### src/rtl/seq_scan_pkg.sv
// Shared definitions for the serial pattern-scan controller: FSM state
// encoding and the pattern value loaded at reset.
package seq_scan_pkg;

    typedef enum logic [1:0] {
        IDLE  = 2'd0,
        SHIFT = 2'd1,
        DONE  = 2'd2
    } state_t;

    // Pattern value after reset; the oldest window bit is compared to bit 4.
    localparam logic [4:0] SEQ_PAT_RST = 5'b10110;

endpackage

### src/rtl/seq_window_match.sv
// Bit-serial window matcher: keeps the last PAT_W bits, a saturating fill
// count and a registered (masked) compare against the pattern.
module seq_window_match
    import seq_scan_pkg::*;
#(
    parameter int PAT_W = 5
) (
    input  logic             clk,
    input  logic             rst,
    input  logic             bit_in,
    input  logic             bit_en,
    input  logic             clr_fill,
    input  logic [PAT_W-1:0] pattern,
    input  logic [PAT_W-1:0] mask,
    output logic             match
);

    localparam int FILL_W = $clog2(PAT_W + 1);
    localparam logic [FILL_W-1:0] FILL_FULL = FILL_W'(PAT_W);

    logic [PAT_W-1:0]  window_reg, window_next;
    logic [FILL_W-1:0] fill_reg, fill_next;
    logic              match_reg, match_next;
    logic [PAT_W-1:0]  diff;

    // Next window/fill: newest bit enters at the LSB, oldest sits at the MSB.
    always_comb begin
        window_next = window_reg;
        fill_next   = fill_reg;
        if (bit_en) begin
            window_next = {window_reg[PAT_W-2:0], bit_in};
            if (fill_reg != FILL_FULL) begin
                fill_next = fill_reg + FILL_W'(1);
            end
        end
        if (clr_fill) begin
            fill_next = '0;
        end
    end

    // Per-bit mismatch, ignoring positions whose mask bit is 0.
    genvar gi;
    generate
        for (gi = 0; gi < PAT_W; gi++) begin : g_cmp
            assign diff[gi] = (window_next[gi] ^ pattern[gi]) & mask[gi];
        end
    endgenerate

    // A match is only reported for the bit just shifted in, once the window is full.
    assign match_next = bit_en && (fill_next == FILL_FULL) && (diff == '0);

    // Window, fill and match registers.
    always_ff @(posedge clk) begin
        if (rst) begin
            window_reg <= '0;
            fill_reg   <= '0;
            match_reg  <= 1'b0;
        end else begin
            window_reg <= window_next;
            fill_reg   <= fill_next;
            match_reg  <= match_next;
        end
    end

    assign match = match_reg;

endmodule

### src/rtl/seq_scan_ctrl.sv
// Word-to-bit scan controller: accepts words over valid/ready, serialises
// them MSB first into seq_window_match, counts matches and pulses done.
// Optional build macro SEQ_SCAN_MASK_EN adds a cfg_mask don't-care mask.
module seq_scan_ctrl
    import seq_scan_pkg::*;
#(
    parameter int                DATA_W  = 16,
    parameter int                PAT_W   = 5,
    parameter int                CNT_W   = 8,
    parameter logic [PAT_W-1:0]  PAT_RST = PAT_W'(SEQ_PAT_RST)
) (
    input  logic              clk,
    input  logic              rst,
    input  logic              cfg_we,
    input  logic [PAT_W-1:0]  cfg_pattern,
`ifdef SEQ_SCAN_MASK_EN
    input  logic [PAT_W-1:0]  cfg_mask,
`endif
    input  logic              in_valid,
    output logic              in_ready,
    input  logic [DATA_W-1:0] in_data,
    input  logic              cnt_clr,
    output logic              busy,
    output logic              match,
    output logic              done,
    output logic [CNT_W-1:0]  match_cnt,
    output logic [1:0]        State
);

    localparam int BIDX_W = $clog2(DATA_W);
    localparam logic [CNT_W-1:0] CNT_MAX = '1;

    state_t             state_reg, state_next;
    logic [DATA_W-1:0]  shreg_reg, shreg_next;
    logic [BIDX_W-1:0]  bit_idx_reg, bit_idx_next;
    logic [PAT_W-1:0]   pattern_reg, pattern_next;
    logic [PAT_W-1:0]   mask_eff;
    logic [CNT_W-1:0]   cnt_reg, cnt_next;
    logic               bit_en;
    logic               clr_fill;

`ifdef SEQ_SCAN_MASK_EN
    logic [PAT_W-1:0]   mask_reg, mask_next;
    assign mask_eff = mask_reg;
`else
    assign mask_eff = '1;
`endif

    // FSM next state, serialiser and configuration loads (config only in IDLE).
    always_comb begin
        state_next   = state_reg;
        shreg_next   = shreg_reg;
        bit_idx_next = bit_idx_reg;
        pattern_next = pattern_reg;
`ifdef SEQ_SCAN_MASK_EN
        mask_next    = mask_reg;
`endif
        in_ready     = 1'b0;
        busy         = 1'b0;
        done         = 1'b0;
        bit_en       = 1'b0;
        clr_fill     = 1'b0;
        case (state_reg)
            IDLE: begin
                in_ready = 1'b1;
                if (cfg_we) begin
                    pattern_next = cfg_pattern;
`ifdef SEQ_SCAN_MASK_EN
                    mask_next    = cfg_mask;
`endif
                    clr_fill     = 1'b1;
                end
                if (in_valid) begin
                    shreg_next   = in_data;
                    bit_idx_next = BIDX_W'(DATA_W - 1);
                    state_next   = SHIFT;
                end
            end
            SHIFT: begin
                busy         = 1'b1;
                bit_en       = 1'b1;
                shreg_next   = {shreg_reg[DATA_W-2:0], 1'b0};
                bit_idx_next = bit_idx_reg - BIDX_W'(1);
                if (bit_idx_reg == '0) begin
                    state_next = DONE;
                end
            end
            DONE: begin
                done       = 1'b1;
                state_next = IDLE;
            end
            default: state_next = IDLE;
        endcase
    end

    // Saturating match counter; a clear beats a coincident match.
    always_comb begin
        cnt_next = cnt_reg;
        if (cnt_clr) begin
            cnt_next = '0;
        end else if (match && (cnt_reg != CNT_MAX)) begin
            cnt_next = cnt_reg + CNT_W'(1);
        end
    end

    // Control and configuration registers.
    always_ff @(posedge clk) begin
        if (rst) begin
            state_reg   <= IDLE;
            shreg_reg   <= '0;
            bit_idx_reg <= '0;
            pattern_reg <= PAT_RST;
            cnt_reg     <= '0;
`ifdef SEQ_SCAN_MASK_EN
            mask_reg    <= '1;
`endif
        end else begin
            state_reg   <= state_next;
            shreg_reg   <= shreg_next;
            bit_idx_reg <= bit_idx_next;
            pattern_reg <= pattern_next;
            cnt_reg     <= cnt_next;
`ifdef SEQ_SCAN_MASK_EN
            mask_reg    <= mask_next;
`endif
        end
    end

    seq_window_match #(
        .PAT_W (PAT_W)
    ) u_match (
        .clk      (clk),
        .rst      (rst),
        .bit_in   (shreg_reg[DATA_W-1]),
        .bit_en   (bit_en),
        .clr_fill (clr_fill),
        .pattern  (pattern_reg),
        .mask     (mask_eff),
        .match    (match)
    );

    assign match_cnt = cnt_reg;
    assign State     = state_reg;

endmodule
### config.mk
export PLATFORM = sky130hd
export DESIGN_NAME = seq_scan_ctrl
export DESIGN_NICKNAME = d
export VERILOG_FILES = /design/src/rtl/seq_scan_pkg.sv /design/src/rtl/seq_window_match.sv /design/src/rtl/seq_scan_ctrl.sv
export SDC_FILE = /design/constraint.sdc
export NUM_CORES = 1
export LEC_CHECK = 0
export ABC_AREA = 0
export CAP_MARGIN = 5
export CORE_ASPECT_RATIO = 0.5
export CORE_UTILIZATION = 47
export CTS_CLUSTER_DIAMETER = 80
export DETAILED_ROUTE_END_ITERATION = 12
export PLACE_DENSITY = 0.76
export SYNTH_ARGS = -nofsm -noshare
export SYNTH_HDL_FRONTEND = slang
export SYNTH_HIERARCHICAL = 1
export SYNTH_SLANG_ARGS = --single-unit
### constraint.sdc
create_clock -name clk -period 1.85 [get_ports clk]
set_input_delay 0.185 -clock clk [delete_from_list [all_inputs] [get_ports clk]]
set_output_delay 0.185 -clock clk [all_outputs]
set_load 0.01 [all_outputs]
=== Yosys cells after proc, flatten, opt, wreduce, memory -nomap -nowiden ===
Index checks and enable logic that the tools add are counted.
W data, S select, Z words.

* Bits in latches: 0
* Memories: 0
* Output and inout port bits: 14
* Memory bits (writable): 0
* Flip-flop bits (word level): 44
* Bits in read-only memories: 0
* Bits of input ports: 26
* Logic and storage cells: 50

* Add/subtract/negate cells: 3
* Divide/modulo/power cells: 0
* Reductions and logical operators: 11
* Bitwise logic cells: 5
* Shift operators: 0
* Magnitude comparators: 0
* Multiplexer cells: 16
* Multiply operators: 0
* Equality and inequality tests: 7

{| class="wikitable"
|+ Operators with widths
! kind !! count
|-
| $pmux W16 S2 || 1
|-
| $mux W16 || 1
|-
| $mux W3 || 3
|-
| $add A8 B1 Y8 const B || 1
|-
| $ne A8 B8 Y1 const B || 1
|-
| $pmux W4 S2 || 1
|-
| $reduce_and A2 Y1 || 3
|-
| $logic_not A5 Y1 || 1
|-
| $mux W1 || 5
|-
| $mux W5 || 1
|-
| $xor A1 B1 Y1 || 5
|-
| $logic_not A4 Y1 || 1
|-
| $mux W2 || 2
|-
| $mux W4 || 1
|-
| $ne A2 B2 Y1 const B || 2
|-
| $pmux W2 S2 || 1
|-
| $sub A4 B1 Y4 const B || 1
|-
| $add A3 B1 Y3 const B || 1
|-
| $eq A3 B3 Y1 const B || 1
|-
| $logic_and A1 B1 Y1 || 3
|-
| $ne A3 B3 Y1 const B || 1
|-
| $eq A2 B1 Y1 const B || 1
|-
| $eq A2 B2 Y1 const B || 1
|-
| $logic_not A2 Y1 || 1
|-
| 2 further kinds || 2
|}

=== Logic depth before layout (Yosys ltp) ===
* Depth after elaboration: 7
* Gate-level depth with buffers: 8
* Gate-level depth less buffers: 6

=== Modules after synthesis ===
The synthesis kept the hierarchy.

{| class="wikitable"
|+ Modules (own cells, without submodules)
! module !! sequential area each (sq um) !! times used !! area each (sq um) !! cells each
|-
| seq_scan_ctrl || 700.7 || 1 || 1752.9 || 205
|-
| seq_window_match || 180.2 || 1 || 481.7 || 46
|}

=== Worst setup path before layout ===
OpenSTA, ideal clock, no wires.

* Path kind: reg2reg
* From: register state_reg[0] (netlist: State[0])
* To: register u_match.match_reg (netlist: u_match/match)
* Setup time: 0.103 ns
* Setup slack: -0.116 ns
* Arrival: 1.863 ns
* Required time: 1.747 ns
* Path buffers: 2
* Stages on the path, launching flop included: 9
* Clock period less this slack: 1.966 ns
* Cell sequence: dfxtp_1 buf_4 nand2b_1 inv_1 buf_6 mux2i_2 xnor2_1 a22o_1 a2111oi_2

* Longest elaborated chain between the ends: 7
* Elaborated cells on any way between the ends: 16
* Classes of those cells: eq/ne: 2; mux: 5; bitwise: 5; reduce/logical: 4

{| class="wikitable"
|+ Ends and longest elaborated chain
! item !! RTL line !! RTL
|-
| from (decl) || seq_scan_ctrl.sv:33 || <nowiki>state_t state_reg, state_next;</nowiki>
|-
| from (signal assigned) || seq_scan_ctrl.sv:118 || <nowiki>state_reg <= state_next;</nowiki>
|-
| $eq A2 B1 Y1 * || - ||
|-
| $mux W1 * || - ||
|-
| net busy || seq_scan_ctrl.sv:23 || <nowiki>output logic busy,</nowiki>
|-
| $mux W3 || seq_window_match.sv:30 || <nowiki>if (bit_en) begin</nowiki>
|-
| $mux W3 || seq_window_match.sv:36 || <nowiki>if (clr_fill) begin</nowiki>
|-
| $eq A3 B3 Y1 || seq_window_match.sv:50 || <nowiki>assign match_next = bit_en && (fill_next == FILL_FULL) && (diff == '0);</nowiki>
|-
| $logic_and A1 B1 Y1 || seq_window_match.sv:50 ||
|-
| $logic_and A1 B1 Y1 * || seq_window_match.sv:50 ||
|-
| to (signal assigned) || seq_window_match.sv:61 || <nowiki>match_reg <= match_next;</nowiki>
|-
| to (decl) || seq_window_match.sv:23 || <nowiki>logic match_reg, match_next;</nowiki>
|}

Mark *: on every way through the listed nets, which the timed path passes. The rest lies on a longest branch.
A chain may end at the register's enable or synchronous reset.

=== Worst setup path in the final report ===
* From: register state_reg[1] (netlist: State[1])
* To: output done

* Longest elaborated chain between the ends: 2

{| class="wikitable"
|+ Ends and longest elaborated chain
! item !! RTL line !! RTL
|-
| $eq A2 B2 Y1 || seq_scan_ctrl.sv:63 || <nowiki>case (state_reg)</nowiki>
|-
| $mux W1 || seq_scan_ctrl.sv:63 ||
|-
| to (decl) || seq_scan_ctrl.sv:25 || <nowiki>output logic done,</nowiki>
|}

No other way between the ends.

==> flow_summary.json <==
{
  "synth_compound_area_frac": 0.2363,
  "clock_power_share": 0.303,
  "globalplace.congestion": 0.7548,
  "worstPathRequired_ns": 1.66,
  "max-vdd-ir-drop_uv": 464.1,
  "grt_max_degree": 33,
  "clk_latency_ns": 0.29,
  "finalSetupViolations": 0,
  "hold_depth": 2,
  "synth-adder-area-share": 0.02240,
  "yosys_warnings": 6,
  "rsz0062_at_grt": "no",
  "htreeDepth": 2,
  "cts_tree": "built",
  "portBuffers": 39,
  "synth.distinct_cells": 53,
  "drt_iter0_markers": 74,
  "routed_via_density": 5.346,
  "initial_utilization": 0.4979,
  "most-common-layout-cells": "42 x dfxtp_1, 41 x nor2_1, 39 x clkdlybuf4s50_1",
  "drc": 0,
  "grt_pass1_wl_mm": 7.866,
  "max_freq_mhz": 572.0,
  "p_int_uw": 1678,
  "routed_wirelength_mm": 4.633,
  "die_x_um": 99.52,
  "path_cells": "buf_6 > nor2b_1 > clkdlybuf4s50_1",
  "synth.area.top_cells": "dfxtp_1 39%, nor2_1 6.9%, a21oi_1 6.5%, o221a_2 6.0%, mux2i_1 4.0%",
  "post-route-min-period_ns": 1.748,
  "pin_count": 40,
  "worst_setup_path_end_kind": "primary output",
  "grtUsageTotal": 0.2001,
  "rows": 17,
  "syn2layout_area_growth_pct": 25.48,
  "cts_buffers": 5,
  "combPwrFrac": 0.216,
  "nFillCells": 397,
  "power.density_nw_per_um2": 817.2,
  "synth-xor-area-share": 0.02352,
  "fin_nets": 326,
  "synth_ff_type": "dfxtp_1",
  "max_cap_violations": 0,
  "post-route-period-util": 0.9450,
  "rr_worst_depth": 5,
  "synth_seq_cells": 44,
  "post_synth.cell_area_avg_sq_um": 8.903,
  "yosysTopAreaCell": "dfxtp_1",
  "cp_max_fo": 32,
  "worstSetupPathType": "flip-flop to primary output",
  "p_sw_frac": 0.2677,
  "syn_inst": 251,
  "ctsLongestPathBuffers": 2,
  "netlist.area_leader.share": 0.3942,
  "async_flop_share": 0,
  "cts_setup_buffers": 0,
  "first_pass_iters": 4,
  "p_leak_uw": 0.001091,
  "wl_per_cell_um": 12.83,
  "post-route-util": 0.6248,
  "yosysSeqAreaShare": 0.3942,
  "cts_num_sinks": 44,
  "antenna_cells": 0,
  "status": "finished, final reports clean",
  "post-dp-hpwl_mm": 3.289,
  "cts-root-buf": "clkbuf_8",
  "final_common_cell": "dfxtp_1",
  "grt_pass1_vias": 1781,
  "grt_remaining_overflow": 0,
  "core_sq_um": 4488,
  "synth-simple-area-share": 0.2049,
  "antenna_found_initial": 0,
  "slew_viol_final": 0,
  "synth_mux_area_frac": 0.04647,
  "largest_reg_flops": 16,
  "num_vias": 1930,
  "die_y_um": 50.76,
  "slowest_delay_ns": 0.53,
  "path_clk_slew_ns": 0.08,
  "arrival_ns": 1.56,
  "drtAntennaViolNets": 0,
  "tns_ns": 0,
  "finalClockSkew_ns": 0.007117,
  "drive_gt1_frac": 0.1288,
  "synth_top_family_by_area": "compound AO/OA/AOI/OAI gates",
  "dieArea_sq_um": 5051,
  "synth_edf_count": 0,
  "syn-cell-area_sq_um": 2235,
  "seqPwrFrac": 0.481,
  "hold_ws_ns": 0.4769,
  "critPathSlowestCell": "clkdlybuf4s50_1",
  "finalHoldViolCount": 0,
  "power_switching_uw": 613.5,
  "worstSetupStartpointType": "flip-flop",
  "holdCritPathClass": "primary input to flip-flop"
}
repair_timing:
action,4_1_cts,5_1_grt
hold endpoints to repair,0,0
hold buffers,0,0
endpoints found under the setup margin,0,3
gates resized for setup,0,2
worst paths after layout:
check,start,to,slack (ns)
setup / recovery,State[1],done,0.10
hold / removal,cfg_pattern[2],pattern_reg[2],0.48
setup reg to reg,u_match/fill_reg[0],u_match/match,0.17
hold reg to reg,shreg_reg[13],shreg_reg[13],0.50
kinds of logic after synthesis:
group / Yosys count
adder cells (fa/ha/maj): 4
flip-flops: 44
multiplexers: 10
other: 1
buffers and inverters: 31
AO/OA/AOI/OAI: 69
XOR/XNOR: 6
AND/OR/NAND/NOR: 86
stage by stage:
step           instance area (sq um)  power (uW)  worst slack, ns  std cells
2_1_floorplan                   2252        1460          0.01024        255
6_report                        2804        2291           0.1018        361
5_1_grt                         2804        2406         0.002729        361
3_5_place_dp                    2699        1612           0.1421        355
4_1_cts                         2798        2302          0.01444        361
3_3_place_gp                    2699        1596           0.2046        355
final cells by class:
cell class	instances	area [sq um]	share of cell area
clock buffers	5	68.82	0.02454
well taps	66	82.58	0.02945
repair buffers	48	461.7	0.1647
multi-input cells	180	1211	0.4319
flip-flops and latches	44	883.3	0.3150
clock inverters	1	30.03	0.01071
inverters	17	66.31	0.02365
per-layer routing:
| metal | wire (um) | up-vias | share of wire | track usage |
|---|---|---|---|---|
| met5 | 0 | - | 0 | 0 |
| met4 | 39 | 0 | 0.0084 | 0.06618 |
| met3 | 105 | 4 | 0.023 | 0.04178 |
| met2 | 2238 | 22 | 0.48 | 0.3356 |
| met1 | 2250 | 917 | 0.49 | 0.2594 |
| li1 | - | 987 | - | - |
cells in the mapped netlist, drive strengths merged (2+ instances only):
cell / instances
a2111oi: 3
a211o: 3
a211oi: 4
a21boi: 2
a21oi: 29
a221o: 3
a22o: 3
and2: 3
and3: 2
and3b: 2
buf: 11
clkbuf: 3
dfxtp: 44
ha: 4
inv: 17
mux2i: 10
nand2: 7
nand2b: 3
nand4: 3
nor2: 42
nor2b: 4
nor3: 5
nor3b: 3
nor4: 3
o21ai: 4
o221a: 12
or3: 2
xnor2: 6
worst max-delay path, delay by kind of cell, from the launching register on:
family | cells | cell delay [ns]
and+or+nand+nor | 1 | 0.16
buffers and inverters | 2 | 0.77
DFF | 1 | 0.33
power groups by stage:
stage                     combinational (uW)  sequential (uW)  clock, uW
after detailed placement                 490             1120          0
after global routing                     550             1110        743
after floorplan                          353             1110          0
after CTS                                493             1100        709
final                                    495             1100        695
after global placement                   477             1120          0
(Power assumes the default switching activity.)
